### config.mk
export PLATFORM = sky130hd
export DESIGN_NAME = bitonic_8_loader
export DESIGN_NICKNAME = d
export VERILOG_FILES = /design/src/rtl/topk_pkg.sv /design/src/rtl/bitonic_lane_buf.sv /design/src/rtl/bitonic_8_loader.sv
export SDC_FILE = /design/constraint.sdc
export NUM_CORES = 1
export LEC_CHECK = 0
export CAP_MARGIN = 20
export CELL_PAD_IN_SITES_DETAIL_PLACEMENT = 0
export CELL_PAD_IN_SITES_GLOBAL_PLACEMENT = 1
export CORE_UTILIZATION = 35
export DETAILED_ROUTE_END_ITERATION = 7
export GPL_TIMING_DRIVEN = 0
export PLACE_DENSITY = 0.64
export SYNTH_ARGS = -nofsm -noshare
export SYNTH_HDL_FRONTEND = slang
export SYNTH_SLANG_ARGS = --single-unit
### constraint.sdc
create_clock -name clk_i -period 4.35 [get_ports clk_i]
set_input_delay 0.435 -clock clk_i [delete_from_list [all_inputs] [get_ports clk_i]]
set_output_delay 0.435 -clock clk_i [all_outputs]
set_load 0.005 [all_outputs]
### src/rtl/topk_pkg.sv
// rtl/topk_pkg.sv - shared types and lane mapping for the top-k bitonic front end
package topk_pkg;

    // Tag that travels alongside each issued lane vector
    typedef struct packed {
        logic valid;
        logic last;
    } ctrl_t;

    // Loader fill-buffer states
    typedef enum logic {
        ST_FILL = 1'b0,
        ST_FULL = 1'b1
    } buf_state_t;

    // Arrival index k -> lane. The upper half is mirrored so the vector enters
    // the sorter already bitonic. The mapping is its own inverse, so the same
    // function also gives the arrival index that owns a given lane.
    function automatic int lane_idx(input int k, input int dl, input bit rev);
        if (rev && (k >= dl / 2)) begin
            return (3 * dl / 2) - 1 - k;
        end
        return k;
    endfunction

endpackage

### src/rtl/bitonic_lane_buf.sv
// rtl/bitonic_lane_buf.sv - fill buffer, element counter and pad mask for the loader
module bitonic_lane_buf
    import topk_pkg::*;
#(
    parameter int DATAWIDTH     = 8,
    parameter int DATALENGTH    = 8,
    parameter int PAD_VALUE     = 0,
    parameter int REVERSE_UPPER = 1
) (
    input  logic                 clk_i,
    input  logic                 rstn_i,
    input  logic                 i_wr,
    input  logic [DATAWIDTH-1:0] i_data,
    input  logic                 i_last,
    input  logic                 i_xfer,
    output logic                 o_complete,
    output logic                 o_flast,
    output logic [DATAWIDTH-1:0] o_lanes [DATALENGTH-1:0]
);

    localparam int                   CW  = $clog2(DATALENGTH) + 1;
    localparam logic [DATAWIDTH-1:0] PAD = DATAWIDTH'(PAD_VALUE);
    localparam bit                   REV = (REVERSE_UPPER != 0);

    logic [DATAWIDTH-1:0] r_lane [DATALENGTH-1:0];
    logic [CW-1:0]        r_cnt;
    logic                 r_flast;
    buf_state_t           r_state;
    buf_state_t           w_state_nx;
    logic [CW-1:0]        w_base_cnt;
    logic [CW-1:0]        w_cnt_nx;
    logic                 w_flast_nx;

    // Next count/flag/state: a transfer empties the buffer, and a write in the
    // same cycle lands as arrival 0 of the next group
    always_comb begin
        w_base_cnt = i_xfer ? '0 : r_cnt;
        w_cnt_nx   = w_base_cnt;
        w_flast_nx = i_xfer ? 1'b0 : r_flast;
        if (i_wr) begin
            w_cnt_nx   = w_base_cnt + CW'(1);
            w_flast_nx = i_last;
        end
        w_state_nx = ((w_cnt_nx == CW'(DATALENGTH)) || w_flast_nx) ? ST_FULL : ST_FILL;
    end

    // FILL/FULL state register
    always_ff @(posedge clk_i) begin
        if (!rstn_i) begin
            r_state <= ST_FILL;
        end else begin
            r_state <= w_state_nx;
        end
    end

    // Lane storage, count and frame-end flag; reset drops any partial group
    always_ff @(posedge clk_i) begin
        if (!rstn_i) begin
            r_cnt   <= '0;
            r_flast <= 1'b0;
            for (int i = 0; i < DATALENGTH; i++) begin
                r_lane[i] <= '0;
            end
        end else begin
            r_cnt   <= w_cnt_nx;
            r_flast <= w_flast_nx;
            for (int i = 0; i < DATALENGTH; i++) begin
                if (i_wr && (lane_idx(i, DATALENGTH, REV) == int'(w_base_cnt))) begin
                    r_lane[i] <= i_data;
                end
            end
        end
    end

    // Lanes whose arrival index has not been reached read as the pad value
    always_comb begin
        for (int i = 0; i < DATALENGTH; i++) begin
            o_lanes[i] = (lane_idx(i, DATALENGTH, REV) < int'(r_cnt)) ? r_lane[i] : PAD;
        end
    end

    assign o_complete = (r_state == ST_FULL);
    assign o_flast    = r_flast;

endmodule

### src/rtl/bitonic_8_loader.sv
// rtl/bitonic_8_loader.sv - stream-to-lane-vector loader feeding the bitonic sorter
module bitonic_8_loader
    import topk_pkg::*;
#(
    parameter int DATAWIDTH     = 8,
    parameter int DATALENGTH    = 8,
    parameter int PAD_VALUE     = 0,
    parameter int REVERSE_UPPER = 1
) (
    input  logic                 clk_i,
    input  logic                 rstn_i,
    input  logic                 s_valid_i,
    output logic                 s_ready_o,
    input  logic [DATAWIDTH-1:0] s_data_i,
    input  logic                 s_last_i,
    output ctrl_t                ctrl_o,
    output logic [DATAWIDTH-1:0] y_o [DATALENGTH-1:0],
    input  logic                 m_ready_i
);

    logic [DATAWIDTH-1:0] r_y [DATALENGTH-1:0];
    ctrl_t                r_ctrl;
    logic [DATAWIDTH-1:0] w_lanes [DATALENGTH-1:0];
    logic                 w_complete;
    logic                 w_flast;
    logic                 w_out_free;
    logic                 w_xfer;
    logic                 w_wr;

    // Output register can take a new vector when empty or being consumed now
    assign w_out_free = !r_ctrl.valid || m_ready_i;
    assign w_xfer     = w_complete && w_out_free;
    assign s_ready_o  = !w_complete || w_out_free;
    assign w_wr       = s_valid_i && s_ready_o;

    bitonic_lane_buf #(
        .DATAWIDTH     (DATAWIDTH),
        .DATALENGTH    (DATALENGTH),
        .PAD_VALUE     (PAD_VALUE),
        .REVERSE_UPPER (REVERSE_UPPER)
    ) u_buf (
        .clk_i      (clk_i),
        .rstn_i     (rstn_i),
        .i_wr       (w_wr),
        .i_data     (s_data_i),
        .i_last     (s_last_i),
        .i_xfer     (w_xfer),
        .o_complete (w_complete),
        .o_flast    (w_flast),
        .o_lanes    (w_lanes)
    );

    // Output register: load on transfer, otherwise hold until consumed
    always_ff @(posedge clk_i) begin
        if (!rstn_i) begin
            r_ctrl <= '0;
            for (int i = 0; i < DATALENGTH; i++) begin
                r_y[i] <= '0;
            end
        end else if (w_xfer) begin
            r_ctrl.valid <= 1'b1;
            r_ctrl.last  <= w_flast;
            for (int i = 0; i < DATALENGTH; i++) begin
                r_y[i] <= w_lanes[i];
            end
        end else if (m_ready_i) begin
            r_ctrl.valid <= 1'b0;
        end
    end

    assign ctrl_o = r_ctrl;
    assign y_o    = r_y;

endmodule

==> results.txt, run 1 <==
----------------------------------------------------
[Outcome]
  Result of the run ... finished, final reports clean

[Final layout]
  Final Util ... 48.0%
  Diodes inserted ... 0
  Number of nets in the final layout ... about 550
  Fraction of final layout cells sized beyond drive strength 1 ... 10.2%
  Layout Cell Area excl Fill ... 6460 sq um
  Area added between synthesis and finish ... 31.8%

[Yosys]
  #FFs+latches synth ... 136
  Area contributors post-synth ... edfxtp_1, dfxtp_1, a22oi_1, nor2_1, nand2_1
  Yosys cell types ... 38
  Syn Nets ... 449
  Number of synthesized flops with an enable pin ... 64
  Leading post-synthesis cells by instance count ... nor2_1, dfxtp_1, edfxtp_1
  Most numerous cell in the Yosys netlist ... nor2_1
  Cells after Synth ... approximately 440
  Yosys warns ... 0
  Share of Yosys cell area claimed by the top area cell type ... around two fifths
  Most common flop cell mapped by yosys ... dfxtp_1
  Cell area after synthesis ... roughly 4900 sq um
  Sequential share of the synthesized area ... roughly 69%
  Post-synth ARST share ... 0%
  Post-synth top area cell ... edfxtp_1
  Avg Inst Size Synth ... roughly 11 sq um

[Clocking]
  Number of gates given a new drive strength after cts ... 0
  Clock tree buffer depth ... 2
  Clock tree from TritonCTS ... built
  Number of clock buffers inserted by TritonCTS ... 17
  Clock sinks ... about 140
  Number of post-CTS setup repair buffers ... 0
  Clock transition at the registers of the reported paths ... 0.05 ns
  CTS root buf ... clkbuf_16
  Max H-tree Level ... 4
  CTS Hold Bufs ... 0
  Clock latency on the worst-skew pair ... 0.42 ns

[STA]
  Final Skew ... 0.00740 ns
  Tightest hold margin ... 0.450 ns
  Max Slew Vio Count ... 0
  Worst Tran Pin Value ... 0.704 ns
  Maximum clock frequency ... 455 MHz
  Fraction of the cycle the final worst path needs ... 50.6%
  Fin Setup TNS ... 0 ns
  Max-Slew Margin vs Limit ... 52.7%
  Setup repair after global routing missed its margin ... no
  Total setup violations reported at the end of the flow ... 0
  Final hold violation count ... 0
  Fin crit period ... 2.20 ns

[Flow run]
  Total of max-cap violations ... 0

[Routing]
  Via-per-instance ratio ... 4.91
  Overall routed net length ... 12.3 mm
  DRT Pass-1 Iters ... 5
  Average wire length per cell after detail routing ... about 17 um
  Post-route DRC violation count ... 0
  Antenna viol nets, final ... 0
  Number of design-rule violations left by the first detailed-router iteration ... 212
  Routed vias ... 3557

[Place]
  Port Buffers ... 78
  Routability congestion estimate from global placement ... 0.833
  Standard cell area after detailed placement ... 5920 sq um
  HPWL after DPL ... 8.22 mm

[Hold path]
  Class of the tightest hold or removal check ... flop to flop

[Global routing]
  Initial antenna violation count ... 0
  Maximum number of pins on one net before global-route repair ... 17
  Wire length of the first global-routing pass ... 19.1 mm
  Global-route usage over all layers ... 18.2%
  Number of global-route vias before repair ... around 3500
  Global route total overflow ... 0

[Power and ir drop]
  Total leakage power ... 2.28 nW
  IR Drop Worst-Case VDD ... about 0.24 mV
  Power per Cell Area ... 440 nW/um^2

[Critical path]
  Delay of the slowest cell on the worst path ... 0.55 ns
  CP delay by family, top ... buffers and inverters
  Top cell by count, worst path ... clkdlybuf4s50_1
  Worst endpoint data arrival time ... 1.76 ns
  Critical path, cell by cell ... clkdlybuf4s50_1 > nand3b_1 > clkdlybuf4s50_1
  Type of element launching the critical path ... input port
  Critical path type ... input port to output port
  Critical Path Slowest Stage Cell ... clkdlybuf4s50_1
  Critical-path maximum fanout ... 5
  Buffers and inverters on the worst path ... 2
  CP required ... 3.91 ns
  Kind of end point of the critical path ... output port

[Floorplanning]
  Chip Height ... 120 um
  Initial cell density of the core ... 36.4%
  Die X-Extent ... 120 um
  Core ar. ... 13500 sq um
  Cell row count ... 42
  Die outline area ... about 14000 sq um
  Number of placed I/O pins ... 80

----------------------------------------------------
==> path summary, 6_finish.rpt <==
check	endpoint	startpoint	slack, ns	cells after the start
setup / recovery	s_ready_o	m_ready_i	2.15	3
setup reg to reg	u_buf.r_lane[0][5]	u_buf.r_cnt[3]	2.35	3
hold reg to reg	y_o[35]	y_o[35]	0.45	2
hold / removal	y_o[35]	y_o[35]	0.45	2
==> cell usage in the layout (no fill, tap or decap), types with 2 or more instances in the layout <==
master | synthesis | routed
nor2_1 | 92 | 92
clkdlybuf4s50_1 | 0 | 78
dfxtp_1 | 72 | 72
edfxtp_1 | 64 | 64
a22oi_1 | 48 | 48
nand2_1 | 36 | 36
clkbuf_1 | 14 | 22
a21oi_1 | 21 | 21
nand3_1 | 20 | 20
clkbuf_16 | 0 | 17
buf_2 | 10 | 10
inv_1 | 9 | 9
nor2_2 | 9 | 9
nor3_1 | 4 | 4
nor3_2 | 4 | 4
inv_2 | 3 | 3
a31oi_1 | 3 | 3
clkbuf_8 | 0 | 3
nand4b_1 | 2 | 2
nand2b_1 | 2 | 2
o21ai_0 | 2 | 2
a211oi_2 | 2 | 2
clkinv_2 | 0 | 2
buf_4 | 0 | 2
==> report_power, final <==
| group | internal (mW) | total, mW | switching [mW] |
|---|---|---|---|
| sequential | 1.38 | 1.39 | 0.0128 |
| clock | 0.828 | 1.32 | 0.496 |
| combinational | 0.0320 | 0.122 | 0.0901 |
| total | 2.24 | 2.84 | 0.599 |
==> layout make-up <==
class,instances,area [sq um]
buffer,26,118
clock buffer,28,497
clock inverter,4,43.8
fill,1274,6990
inverter,12,45.0
multi-input combinational,262,1380
sequential,136,3360
tap,176,220
timing repair buffer,80,796
==> layer usage <==
metal,global-route usage (%),up-vias,wire length [um]
li1,-,1740,-
met1,24.9,1717,5660
met2,27.4,87,5780
met3,4.39,13,641
met4,7.41,0,188
met5,0,-,0
==> through the flow <==
stage,total power [mW],setup slack (ns),std cells
floorplan,1.49,2.57,436
global placement,1.54,1.45,690
detailed placement,1.55,1.73,692
CTS,2.86,2.16,724
global route,2.93,2.06,724
finish,2.84,2.15,724
==> sequential cells by signal, summed over array words and instances, names as in the netlist <==
signal,count
ctrl_o,2
u_buf.o_complete,1
u_buf.o_flast,1
u_buf.r_cnt,4
u_buf.r_lane,64
y_o,64
==> logic make-up after synthesis <==
| logic type | after synthesis | share of synthesized area (%) |
|---|---|---|
| XOR/XNOR | 1 | 0.179 |
| AND/OR/NAND/NOR | 178 | 16.2 |
| flip-flops | 136 | 68.6 |
| buffers and inverters | 38 | 3.32 |
| multiplexers | 1 | 0.204 |
| AO/OA/AOI/OAI | 82 | 11.5 |
==> tightest hold or removal path: cells and delay by family (launching register included) <==
| kind | cells | cell delay [ns] |
|---|---|---|
| AND/OR/NAND/NOR | 1 | 0.05 |
| flip-flops | 1 | 0.31 |
| AO/OA/AOI/OAI | 1 | 0.05 |
(Power assumes the default switching activity.)
==> run 2, diff against run 1 <==
--- a/config.mk
+++ b/config.mk
@@ -11,7 +11,7 @@
 export CORE_UTILIZATION = 35
 export DETAILED_ROUTE_END_ITERATION = 7
 export GPL_TIMING_DRIVEN = 0
-export PLACE_DENSITY = 0.64
+export PLACE_DENSITY = 0.67
 export SYNTH_ARGS = -nofsm -noshare
 export SYNTH_HDL_FRONTEND = slang
 export SYNTH_SLANG_ARGS = --single-unit
==> constraint.sdc (replaced) <==
create_clock -name clk_i -period 1.8 [get_ports clk_i]
set_input_delay 0.18 -clock clk_i [delete_from_list [all_inputs] [get_ports clk_i]]
set_output_delay 0.18 -clock clk_i [all_outputs]
set_load 0.005 [all_outputs]
==> run 2 against run 1 <==
Against the previous run:
- worst setup slack lost 2.1 ns
- cell count grew 1.1%
- worst hold slack lost 0.12 ns
- power grew 150%
- combinational power grew to 2.7 times the previous value
- clock skew grew 0.0067 ns
- via count grew 4.7%
- sequential power grew 140%
- wire length grew 4.2%
- critical path depth grew 3
- die area is the same
- critical path type is now flop to flop
- critical endpoint is now u_buf.r_lane[1][14]
- largest power group is now clock
==> results.txt, run 2 (same netlist as run 1, synthesis figures left out) <==
----------------------------------------------------
[Critical path]
  Delay of the slowest cell on the worst path ... 0.40 ns
  Depth of the critical timing path with buffers and inverters included ... 6
  Critical path, cell by cell ... clkbuf_4 > nor2b_4 > nand3_2 > or3b_1 > buf_6 > nand2_4
  Reg2reg start ... u_buf.o_complete
  Critical path type ... flop to flop
  Number of cells on the worst reg-to-reg path ... 6
  Critical Path Slowest Stage Cell ... or3b_1
  Worst setup path startpoint ... u_buf.o_complete
  Buffers and inverters on the worst path ... 2
  Kind of end point of the critical path ... flop
  End of the worst register-to-register path ... u_buf.r_lane[1][14]
  CP required ... 1.91 ns
  Worst endpoint data arrival time ... roughly 1.8 ns
  Critical-path maximum fanout ... 9
  Type of element launching the critical path ... flop
  CP delay by family, top ... simple AND/OR/NAND/NOR gates
  Reg-to-reg setup timing slack ... 0.08 ns

[Global routing]
  Initial antenna violation count ... 0
  Wire length of the first global-routing pass ... 19.6 mm
  Global-route usage over all layers ... 18.6%
  Maximum number of pins on one net before global-route repair ... 17
  Number of global-route vias before repair ... 3666
  Global route total overflow ... 0

[Final layout]
  Sequential cell area ... 3360 sq um
  Most frequent cells in the layout ... nor2_1, clkdlybuf4s50_1, dfxtp_1, edfxtp_1, a22oi_1
  Number of nets in the final layout ... 556
  Fraction of final layout cells sized beyond drive strength 1 ... 14.7%
  Fillcell total ... ~1300
  Footprint of the multi-input gates ... 1430 sq um
  Area added between synthesis and finish ... 35.3%
  Most common cell after layout, fill and taps aside ... nor2_1
  Final Util ... 49.3%
  Diodes inserted ... 0

[Hold path]
  Worst hold path stage count ... 3
  Class of the tightest hold or removal check ... input port to flop
  Min-Delay Startpoint ... rstn_i
  Hold-critical path endpoint ... u_buf.o_complete

[Place]
  HPWL after DPL ... 8.37 mm
  Routability congestion estimate from global placement ... 0.814
  Port Buffers ... 78
  Worst slack at placement ... -0.560 ns

[STA]
  Fin crit period ... 1.72 ns
  Total setup violations reported at the end of the flow ... 0
  Max Slew Vio Count ... 0
  Final Skew ... 0.0141 ns
  Fraction of the cycle the final worst path needs ... 95.4%
  Slack of the critical path ... 0.0823 ns
  Max-Slew Margin vs Limit ... 56.6%
  Tightest hold margin ... 0.330 ns
  Setup repair after global routing missed its margin ... no
  Final hold violation count ... 0
  Maximum clock frequency ... 582 MHz
  Worst Tran Pin Value ... 0.650 ns

[Routing]
  DRT Pass-1 Iters ... 7
  Average wire length per cell after detail routing ... 17.5 um
  Post-route DRC violation count ... 0
  Antenna viol nets, final ... 0
  Via-per-instance ratio ... approximately 5.1
  Routed vias ... 3724
  Overall routed net length ... 12.8 mm
  Number of design-rule violations left by the first detailed-router iteration ... 220

[Power and ir drop]
  Total leakage power ... roughly 2.4 nW
  Power per Cell Area ... 1070 nW/um^2
  IR Drop Worst-Case VDD ... 0.582 mV

[Floorplanning]
  Core ar. ... 13500 sq um
  Die outline area ... 14500 sq um
  Chip Height ... ~120 um
  Cell row count ... 42
  Die X-Extent ... ~120 um
  Number of placed I/O pins ... 80
  Initial cell density of the core ... a little over a third

[Clocking]
  Max H-tree Level ... 4
  Clock latency on the worst-skew pair ... 0.42 ns
  CTS root buf ... clkbuf_16
  CTS Hold Bufs ... 0
  Clock tree from TritonCTS ... built
  Clock transition at the registers of the reported paths ... 0.05 ns
  Clock sinks ... between 100 and 150
  Number of clock buffers inserted by TritonCTS ... 17
  Clock tree buffer depth ... 2

[Outcome]
  Result of the run ... finished, final reports clean

[Flow run]
  Total of max-cap violations ... 0

----------------------------------------------------
[run 2: metrics by stage]
step	setup TNS, ns	power (mW)	std cells	area [sq um]
6_report	0	7.10	732	6630
5_1_grt	0	7.31	732	6630
4_1_cts	-2.34	7.15	726	6540
3_5_place_dp	-33.96	3.74	692	5920
3_3_place_gp	-37.07	3.73	690	5900
2_1_floorplan	0	3.59	436	4900
[run 2: worst max path at each step]
stage,endpoint,slack (ns)
global route,y_o[30],0.008
floorplan,u_buf.r_lane[1][24],0.04
finish,u_buf.r_lane[1][14],0.08
global placement,u_buf.r_lane[1][28],-0.83
CTS,u_buf.r_lane[0][1],-0.08
detailed placement,u_buf.r_lane[1][12],-0.56
[run 2: routing by layer]
| layer | global-route usage [%] | part of all wire, % | vias to the layer above |
|---|---|---|---|
| met5 | 0 | 0 | - |
| met4 | 7.41 | 1.2 | 0 |
| met3 | 4.81 | 5.7 | 14 |
| met2 | 28.6 | 47 | 125 |
| met1 | 25.1 | 46 | 1825 |
| li1 | - | - | 1760 |
[run 2: tightest hold or removal path, stage by stage]
cell and delay, ns:
clkbuf_1 0.20, inv_2 0.21, o22ai_1 0.11
[run 2: area by class of cell]
| cell class | count | area share (%) |
|---|---|---|
| buffer | 26 | 1.92 |
| clock buffer | 24 | 7.42 |
| clock inverter | 8 | 1.43 |
| inverter | 12 | 0.679 |
| multi-input combinational | 262 | 21.6 |
| sequential | 136 | 50.7 |
| tap | 176 | 3.32 |
| timing repair buffer | 88 | 12.9 |
[run 2: timing repair]
action / in CTS / in global routing
pin swaps: 1 / 2
gates resized for setup: 7 / 15
cloned: 0 / 0
buffers inserted: 2 / 6
setup endpoints to repair: 59 / 55
[run 2: report_power, final]
group | internal, mW | switching, mW | leakage, nW | total [mW]
clock | 2.17 | 1.22 | 0.286 | 3.40
combinational | 0.0923 | 0.232 | 0.832 | 0.325
sequential | 3.34 | 0.0335 | 1.24 | 3.37
==> run 3, diff against run 2 <==
--- a/config.mk
+++ b/config.mk
@@ -8,10 +8,12 @@
 export CAP_MARGIN = 20
 export CELL_PAD_IN_SITES_DETAIL_PLACEMENT = 0
 export CELL_PAD_IN_SITES_GLOBAL_PLACEMENT = 1
-export CORE_UTILIZATION = 35
+export CORE_ASPECT_RATIO = 2
+export CORE_UTILIZATION = 39
 export DETAILED_ROUTE_END_ITERATION = 7
 export GPL_TIMING_DRIVEN = 0
-export PLACE_DENSITY = 0.67
+export PLACE_DENSITY = 0.72
 export SYNTH_ARGS = -nofsm -noshare
 export SYNTH_HDL_FRONTEND = slang
+export SYNTH_HIERARCHICAL = 1
 export SYNTH_SLANG_ARGS = --single-unit
==> run 3 against run 2 <==
Against the previous run:
- die area increased by 5.4%
- sequential share of layout area decreased by 7.2 points
- register-to-register slack lost 0.03 ns
- clock power barely moved
- worst setup slack got worse by 0.025 ns
- cell count rose by 18%
- fmax fell by 1.5%
==> results.txt, run 3 <==
----------------------------------------------------
[Outcome]
  Result of the run ... finished, final reports clean

[Yosys]
  Share of Yosys cell area claimed by the top area cell type ... 33.4%
  Area contributors post-synth ... edfxtp_1, dfxtp_1, mux2i_1, nand2_1, nor2b_1
  Most common flop cell mapped by yosys ... dfxtp_1
  Most numerous cell in the Yosys netlist ... nand2_1
  Yosys cell types ... 42
  Post-synth ARST share ... 0%
  Cell area after synthesis ... 5750 sq um
  Avg Inst Size Synth ... ~11 sq um
  Cells after Synth ... 545
  Syn Nets ... 558
  #FFs+latches synth ... 136
  Number of synthesized flops with an enable pin ... 64
  Yosys warns ... 6
  Post-synth top area cell ... edfxtp_1
  Leading post-synthesis cells by instance count ... nand2_1, dfxtp_1, mux2i_1
  Sequential share of the synthesized area ... a little under 60%

[STA]
  Tightest hold margin ... 0.395 ns
  Total setup violations reported at the end of the flow ... 0
  Slack of the critical path ... about 0.057 ns
  Setup repair after global routing missed its margin ... no
  Worst Tran Pin Value ... 0.674 ns
  Final hold violation count ... 0
  Fin crit period ... 1.74 ns
  Final Skew ... 0.00946 ns
  Maximum clock frequency ... approximately 570 MHz
  Max-Slew Margin vs Limit ... 54.8%
  Max Slew Vio Count ... 0
  Fraction of the cycle the final worst path needs ... 96.8%

[Clocking]
  Clock tree from TritonCTS ... built
  Clock latency on the worst-skew pair ... 0.42 ns
  Clock tree buffer depth ... 2
  Number of clock buffers inserted by TritonCTS ... 17
  Clock transition at the registers of the reported paths ... around 0.06 ns
  CTS Hold Bufs ... 0
  Clock sinks ... roughly 140
  Max H-tree Level ... 4
  CTS root buf ... clkbuf_16

[Global routing]
  Maximum number of pins on one net before global-route repair ... 17
  Number of global-route vias before repair ... 4248
  Global-route usage over all layers ... 18.9%
  Global route total overflow ... 0
  Initial antenna violation count ... 0
  Wire length of the first global-routing pass ... 21.3 mm

[Place]
  HPWL after DPL ... 9.39 mm
  Port Buffers ... 79
  Worst slack at placement ... -0.893 ns
  Standard cell area after detailed placement ... a little under 7000 sq um
  Routability congestion estimate from global placement ... 0.793

[Routing]
  Routed vias ... about 4100
  Overall routed net length ... 13.3 mm
  Number of design-rule violations left by the first detailed-router iteration ... between 150 and 200
  Antenna viol nets, final ... 0
  Via-per-instance ratio ... 4.72
  Average wire length per cell after detail routing ... 15.5 um
  Post-route DRC violation count ... 0
  DRT Pass-1 Iters ... 4

[Power and ir drop]
  IR Drop Worst-Case VDD ... between 0.6 and 0.7 mV
  Power per Cell Area ... ~940 nW/um^2
  Total power consumption of the routed design ... approximately 7.3 mW
  Total leakage power ... ~2.7 nW

[Final layout]
  Area added between synthesis and finish ... 34.6%
  Diodes inserted ... 0
  Most common cell after layout, fill and taps aside ... nand2_1
  Fraction of final layout cells sized beyond drive strength 1 ... 15.8%
  Fillcell total ... 1267
  Number of nets in the final layout ... 669
  Most frequent cells in the layout ... nand2_1, clkdlybuf4s50_1, dfxtp_1, mux2i_1, edfxtp_1
  Sequential cell area ... 3360 sq um
  Layout Cell Area excl Fill ... between 7000 and 8000 sq um
  Footprint of the multi-input gates ... 2340 sq um

[Critical path]
  Type of element launching the critical path ... flop
  Critical path type ... flop to flop
  Delay of the slowest cell on the worst path ... about 0.58 ns
  Buffers and inverters on the worst path ... 0
  CP delay by family, top ... simple AND/OR/NAND/NOR gates
  Kind of end point of the critical path ... flop
  Critical path, cell by cell ... nor2b_4 > nand2_2 > and2_4 > nand2_8 > or4b_4 > nand2_8
  Top cell by count, worst path ... nand2_8
  Critical Path Slowest Stage Cell ... or4b_4
  CP required ... 1.93 ns
  Critical-path maximum fanout ... 8
  Worst endpoint data arrival time ... approximately 1.9 ns

[Flow run]
  Total of max-cap violations ... 0

[Floorplanning]
  Cell row count ... 62
  Die outline area ... 15300 sq um
  Chip Height ... around 170 um
  Die X-Extent ... 87.9 um
  Number of placed I/O pins ... 80
  Initial cell density of the core ... 40.1%
  Core ar. ... 14400 sq um

[Hold path]
  Class of the tightest hold or removal check ... input port to flop

----------------------------------------------------
-- run 3: layout make-up --
class	instances	share of cell area, %
Buffer	30	2.63
Clock buffer	24	6.92
Clock inverter	8	0.711
Inverter	8	0.388
Multi-Input combinational cell	367	30.2
Sequential cell	136	43.5
Tap cell	192	3.10
Timing Repair Buffer	96	12.5
-- run 3: logic make-up (layout without fill, tap and decap cells) --
logic type             Yosys count  in the layout  share of synthesized area [%]
AND/OR/NAND/NOR                290            290                           24.3
flip-flops                     136            136                           58.5
multiplexers                    65             65                           11.3
buffers and inverters           42            166                           4.20
AO/OA/AOI/OAI                    8              8                           1.07
XOR/XNOR                         4              4                          0.609
-- run 3: path summary, 6_finish.rpt --
check | to | from | cells after the start | slack, ns
setup / recovery | u_buf/r_lane[1][13] | ctrl_o[1] | 6 | 0.06
hold / removal | u_buf/o_flast | s_last_i | 3 | 0.39
setup reg to reg | u_buf/r_lane[1][13] | ctrl_o[1] | 6 | 0.06
hold reg to reg | y_o[52] | y_o[52] | 2 | 0.46
-- run 3: power breakdown --
| group | internal, mW | leakage [nW] | switching [mW] | total (mW) |
|---|---|---|---|---|
| clock network | 2.09 | 0.297 | 1.30 | 3.39 |
| logic | 0.207 | 1.20 | 0.309 | 0.517 |
| registers | 3.34 | 1.24 | 0.0267 | 3.36 |
-- run 3: timing repair --
| action | CTS | global route |
|---|---|---|
| gates cloned | 0 | 0 |
| gates resized for setup | 26 | 8 |
| pin swaps | 9 | 3 |
| buffers inserted | 17 | 0 |
| setup endpoints to repair | 103 | 95 |
-- run 3: metal layers --
layer | global-route usage (%) | part of all wire (%) | vias up
li1 | - | - | 2006
met1 | 19.7 | 38 | 1966
met2 | 35.4 | 57 | 68
met3 | 3.29 | 2.9 | 22
met4 | 8.13 | 2.4 | 0
met5 | 0 | 0 | -
-- run 3: worst min-delay path, delay by kind of cell --
kind                   cells  cell delay (ns)
AO/OA/AOI/OAI              1             0.07
buffers and inverters      1             0.41
AND/OR/NAND/NOR            1             0.09
-- run 3: per-stage QoR --
step	utilization, %	setup TNS [ns]	instances
after global routing	53.9	0	861
after CTS	53.9	-0.306	863
final	53.9	0	861
after global placement	48.0	-65.86	816
after detailed placement	48.0	-67.52	816
after floorplan	-	-4.30	545
==> patch 1 (settings of run 3) <==
Reset style: asynchronous (`rstn_i`), changed in 3 clocked blocks.
--- a/src/rtl/bitonic_lane_buf.sv
+++ b/src/rtl/bitonic_lane_buf.sv
@@ -47,3 +47,3 @@
     // FILL/FULL state register
-    always_ff @(posedge clk_i) begin
+    always_ff @(posedge clk_i or negedge rstn_i) begin
         if (!rstn_i) begin
@@ -56,3 +56,3 @@
     // Lane storage, count and frame-end flag; reset drops any partial group
-    always_ff @(posedge clk_i) begin
+    always_ff @(posedge clk_i or negedge rstn_i) begin
         if (!rstn_i) begin
--- a/src/rtl/bitonic_8_loader.sv
+++ b/src/rtl/bitonic_8_loader.sv
@@ -53,3 +53,3 @@
     // Output register: load on transfer, otherwise hold until consumed
-    always_ff @(posedge clk_i) begin
+    always_ff @(posedge clk_i or negedge rstn_i) begin
         if (!rstn_i) begin
Function: differs if rstn_i is asserted again (counterexample within 4 cycles, from zero or initial values and one cycle with rstn_i low); with rstn_i held inactive, the same outputs for 10 cycles.
==> patch 1 against run 3 <==
- non-clock buffer count is 25 lower
- global-route usage is 1.1 points lower
- hold slack worse by 0.18 ns
- final cell count down 19%
- clock skew is essentially flat
- area after synthesis rose by 4.3%
- worst setup slack got worse by 0.046 ns
- sequential cell count stayed put
- final area up 1.0%
- wire length fell by 5.5%
- largest cell class unchanged
Power is not compared: it rests on default switching activity, and its combinational part moved more than twofold at a synthesized area within 25%.
==> patch 1: results (changes against run 3) <==
Outcome
  • Status: complete, no violations (unchanged)

Finish
  • Layout clock area frac: 7.89% (was 7.63%)
  • Multi-input combinational area share: 32.1% (was 30.2%)
  • Final core occ: 52.5% (was 53.9%)
  • Finished Layout Cells: 699 (was 861)
  • # nets final: 506 (was 669)
  • Fraction of area in non-clock buffers: 13.3% (was 15.2%)
  • Layout cell share with drive strength beyond 1: 39.3% (was 15.8%)
  • Signal inverters: 1 (was 8)
  • FF+latch area: 3400 sq um (was 3360 sq um)
  • #MultiIn Comb: 236 (was 367)
  • Non-clock buffers: 101 (was 126)
  • Fillers: 1229 (was 1267)
  • CLK BUF: 18 (was 24)

Global route
  • Pin count of the biggest net entering global routing: 105 (was 17)
  • Initial antenna violation count: 0 (unchanged)
  • Vias in the first global route: 3664 (was 4248)
  • First-pass GRT wire length: 20.3 mm (was 21.3 mm)
  • Global-route usage over all layers: 17.8% (was 18.9%)

STA
  • Worst Max-Slew Pin Slew: 0.565 ns (was 0.674 ns)
  • Clk_skew: 0.00924 ns (was 0.00946 ns)
  • Fmax: 559 MHz (was 574 MHz)
  • Worst hold slack: 0.217 ns (was 0.395 ns)

Critical path
  • Critical Path Max Stage Delay: 0.41 ns (was 0.58 ns)
  • Critical path arrival: 2.08 ns (was 1.87 ns)
  • Worst-case reg-to-reg path depth: 7 (was 6)
  • Reg-to-Reg Start: ctrl_o[1] (unchanged)
  • Path type of the worst setup path: reg2reg (unchanged)
  • Max FO, Critical Path: 5 (was 8)
  • Worst R2R Setup Slack: 0.01 ns (was 0.06 ns)
  • Slowest-stage cell, CP: dfrtp_1 (was or4b_4)
  • Crit Reg-Reg Endpoint: u_buf/r_lane[35] (was u_buf/r_lane[1][13])

Placement
  • Placed Cells: 665 (was 816)
  • Placer Congestion: 0.781 (was 0.793)
  • Dpl ws: -0.527 ns (was -0.893 ns)
  • DP HPWL: 8.47 mm (was 9.39 mm)
  • Cell area after placement: 7110 sq um (was 6890 sq um)

Yosys
  • Top area cells in the synthesized netlist: dfrtp_1 (57%), mux2_4 (13%), mux2_2 (13%), nor2b_1 (4.8%), and2b_1 (1.5%) (was edfxtp_1 (33%), dfxtp_1 (25%), mux2i_1 (11%), nand2_1 (9.7%), nor2b_1 (5.8%))
  • Post-synth ARST share: 100% (was 0%)
  • Post-synthesis cell count: 390 (was 545)
  • Mapped Nets: 403 (was 558)
  • Top cells by count, synth: dfrtp_1 (136), mux2_2 (68), mux2_4 (53) (was nand2_1 (148), dfxtp_1 (72), mux2i_1 (65))
  • Top FF cell, synth: dfrtp_1 (was dfxtp_1)

Hold path
  • Hold Path Class: in2async (was in2reg)
-- patch 1: report_power, final --
group	total [W]	internal, W	switching (W)
logic	0.00383	0.00238	0.00145
registers	0.00465	0.00410	0.000552
clock network	0.00362	0.00234	0.00128
total	0.0121	0.00882	0.00328
-- patch 1: cells by family after synthesis --
| logic type | count (synthesis) | share of synthesized area, % |
|---|---|---|
| compound gates | 7 | 0.897 |
| xor+xnor | 3 | 0.438 |
| buf+inv | 18 | 3.05 |
| flops | 136 | 56.7 |
| mux | 129 | 27.5 |
| simple gates | 97 | 11.3 |
-- patch 1: timing repair --
item                                   in CTS  in global routing
cloned                                      1                  0
setup endpoints to repair                  97                 36
gates resized for setup                    11                 11
pin swaps                                   2                  2
endpoints found under the hold margin      32                  0
hold buffers                                1                  0
setup buffers                               3                  1
-- patch 1: metal layers --
metal	wire length, um	global-route usage (%)	vias to the layer above
met5	0	0	-
li1	-	-	1550
met3	285	3.67	14
met2	7210	31.9	55
met1	4920	20.5	1741
met4	174	5.75	0
==> patch 2 (flow settings as in run 3) <==
Without the edit above. `DATAWIDTH` is set to 8 in 2 places; all go to 6.
--- a/src/rtl/bitonic_lane_buf.sv
+++ b/src/rtl/bitonic_lane_buf.sv
@@ -4,3 +4,3 @@
 #(
-    parameter int DATAWIDTH     = 8,
+    parameter int DATAWIDTH     = 6,
     parameter int DATALENGTH    = 8,
--- a/src/rtl/bitonic_8_loader.sv
+++ b/src/rtl/bitonic_8_loader.sv
@@ -4,3 +4,3 @@
 #(
-    parameter int DATAWIDTH     = 8,
+    parameter int DATAWIDTH     = 6,
     parameter int DATALENGTH    = 8,
Ports: changed (resized s_data_i and y_o); port bits go from 80 to 62. The function was not compared with the original's and may differ.
==> patch 2 against run 3 <==
- count of clock-buffer cells in the layout down 12
- critical path type unchanged
- critical endpoint is now u_buf/r_lane[0][7]
- critical path depth grew 1
- synthesized cell count shrank 22%
- final area is 25% lower
- first-iteration DRC count shrank 51%
- area after synthesis is 22% lower
- sequential cell count decreased by 32
- global-route usage fell by 0.98 points
- worst setup slack lost 0.010 ns
- power fell by 32%
- wire length down 25%
- clock power is 43% lower
- largest cell class unchanged
==> patch 2: results (changes against run 3) <==
Placement
  • Placer Congestion: 0.830 (was 0.793)
  • DP HPWL: 7.32 mm (was 9.39 mm)
  • Dpl ws: -0.726 ns (was -0.893 ns)
  • Placed Cells: 629 (was 816)
  • Count of input and output buffers: 60 (was 79)
  • Cell area after placement: 5310 sq um (was 6890 sq um)

Drt
  • Via/cell ratio: 4.72 (about the same)
  • WL final: 10.0 mm (was 13.3 mm)
  • DR vias: 3103 (was 4062)
  • Starting DRT DRC Count: 83 (was 168)

Finish
  • Fillers: 1065 (was 1267)
  • Fraction of area in registers: 43.9% (was 43.5%)
  • # nets final: 521 (was 669)
  • CLK BUF: 12 (was 24)
  • Fraction of area in non-clock buffers: 15.8% (was 15.2%)

CTS
  • Worst-skew pair later-pin latency: 0.34 ns (was 0.42 ns)
  • H-tree Lvls: 3 (was 4)

Global route
  • Vias in the first global route: 3155 (was 4248)
  • Global-route usage over all layers: 17.9% (was 18.9%)
  • Pin count of the biggest net entering global routing: 20 (was 17)

Critical path
  • Critical path arrival: 1.80 ns (was 1.87 ns)
  • Worst-case reg-to-reg path depth: 7 (was 6)

Power and ir drop
  • VDD IR max: 593 uV (was 693 uV)
  • Pleak: 2.01 nW (was 2.74 nW)
  • Net Sw Frac: 22.2% (was 22.5%)
  • Combinational power share: 8.5% (was 7.1%)

Outcome
  • Status: complete, no violations (unchanged)

Yosys
  • Post-synthesis cell count: 427 (was 545)
  • Top cells by count, synth: nand2_1 (115), dfxtp_1 (56), mux2i_1 (49) (was nand2_1 (148), dfxtp_1 (72), mux2i_1 (65))

STA
  • Clk_skew: 0.00460 ns (was 0.00946 ns)
patch 2: what timing repair did:
item | in CTS | in global routing
hold endpoints to repair | 0 | 0
endpoints found under the setup margin | 80 | 57
setup buffers | 10 | 7
resized for setup | 20 | 18
pin swaps | 7 | 5
patch 2: through the flow:
| stage | total power [W] | setup TNS [ns] | utilization (%) |
|---|---|---|---|
| detailed placement | 0.00299 | -44.93 | 47.4 |
| global placement | 0.00299 | -42.34 | 47.4 |
| CTS | 0.00495 | -0.0223 | 51.2 |
| finish | 0.00491 | 0 | 52.1 |
| global route | 0.00511 | -0.108 | 52.1 |
| floorplan | 0.00288 | -5.54 | - |
patch 2: cell families (layout without fill, tap and decap cells):
family | after synthesis | in the layout | share of synthesized area [%]
AND/OR/NAND/NOR | 228 | 228 | 24.3
flip-flops | 104 | 104 | 57.3
multiplexers | 49 | 49 | 11.0
buffers and inverters | 34 | 122 | 5.40
AO/OA/AOI/OAI | 8 | 8 | 1.20
XOR/XNOR | 4 | 4 | 0.784
patch 2: worst min-delay path by stage:
stage	to	from	slack [ns]	cells after the start
detailed placement	y_o[42]	y_o[42]	0.45	2
floorplan	u_buf/o_flast	s_last_i	0.34	2
CTS	u_buf/o_flast	rstn_i	0.27	3
global placement	y_o[5]	y_o[5]	0.44	2
finish	u_buf/o_flast	rstn_i	0.29	3
global route	y_o[23]	rstn_i	0.30	4
patch 2: layer usage:
layer | track usage (%) | share of wire, % | vias up
met4 | 7.91 | 3.0 | 0
met3 | 2.99 | 2.4 | 17
li1 | - | - | 1557
met2 | 34.8 | 58 | 57
met1 | 18.0 | 36 | 1472
met5 | 0 | 0 | -
patch 2: tightest hold or removal path: stages:
cell	delay, ns
clkbuf_1	0.21
nand2_1	0.11
o31ai_1	0.07
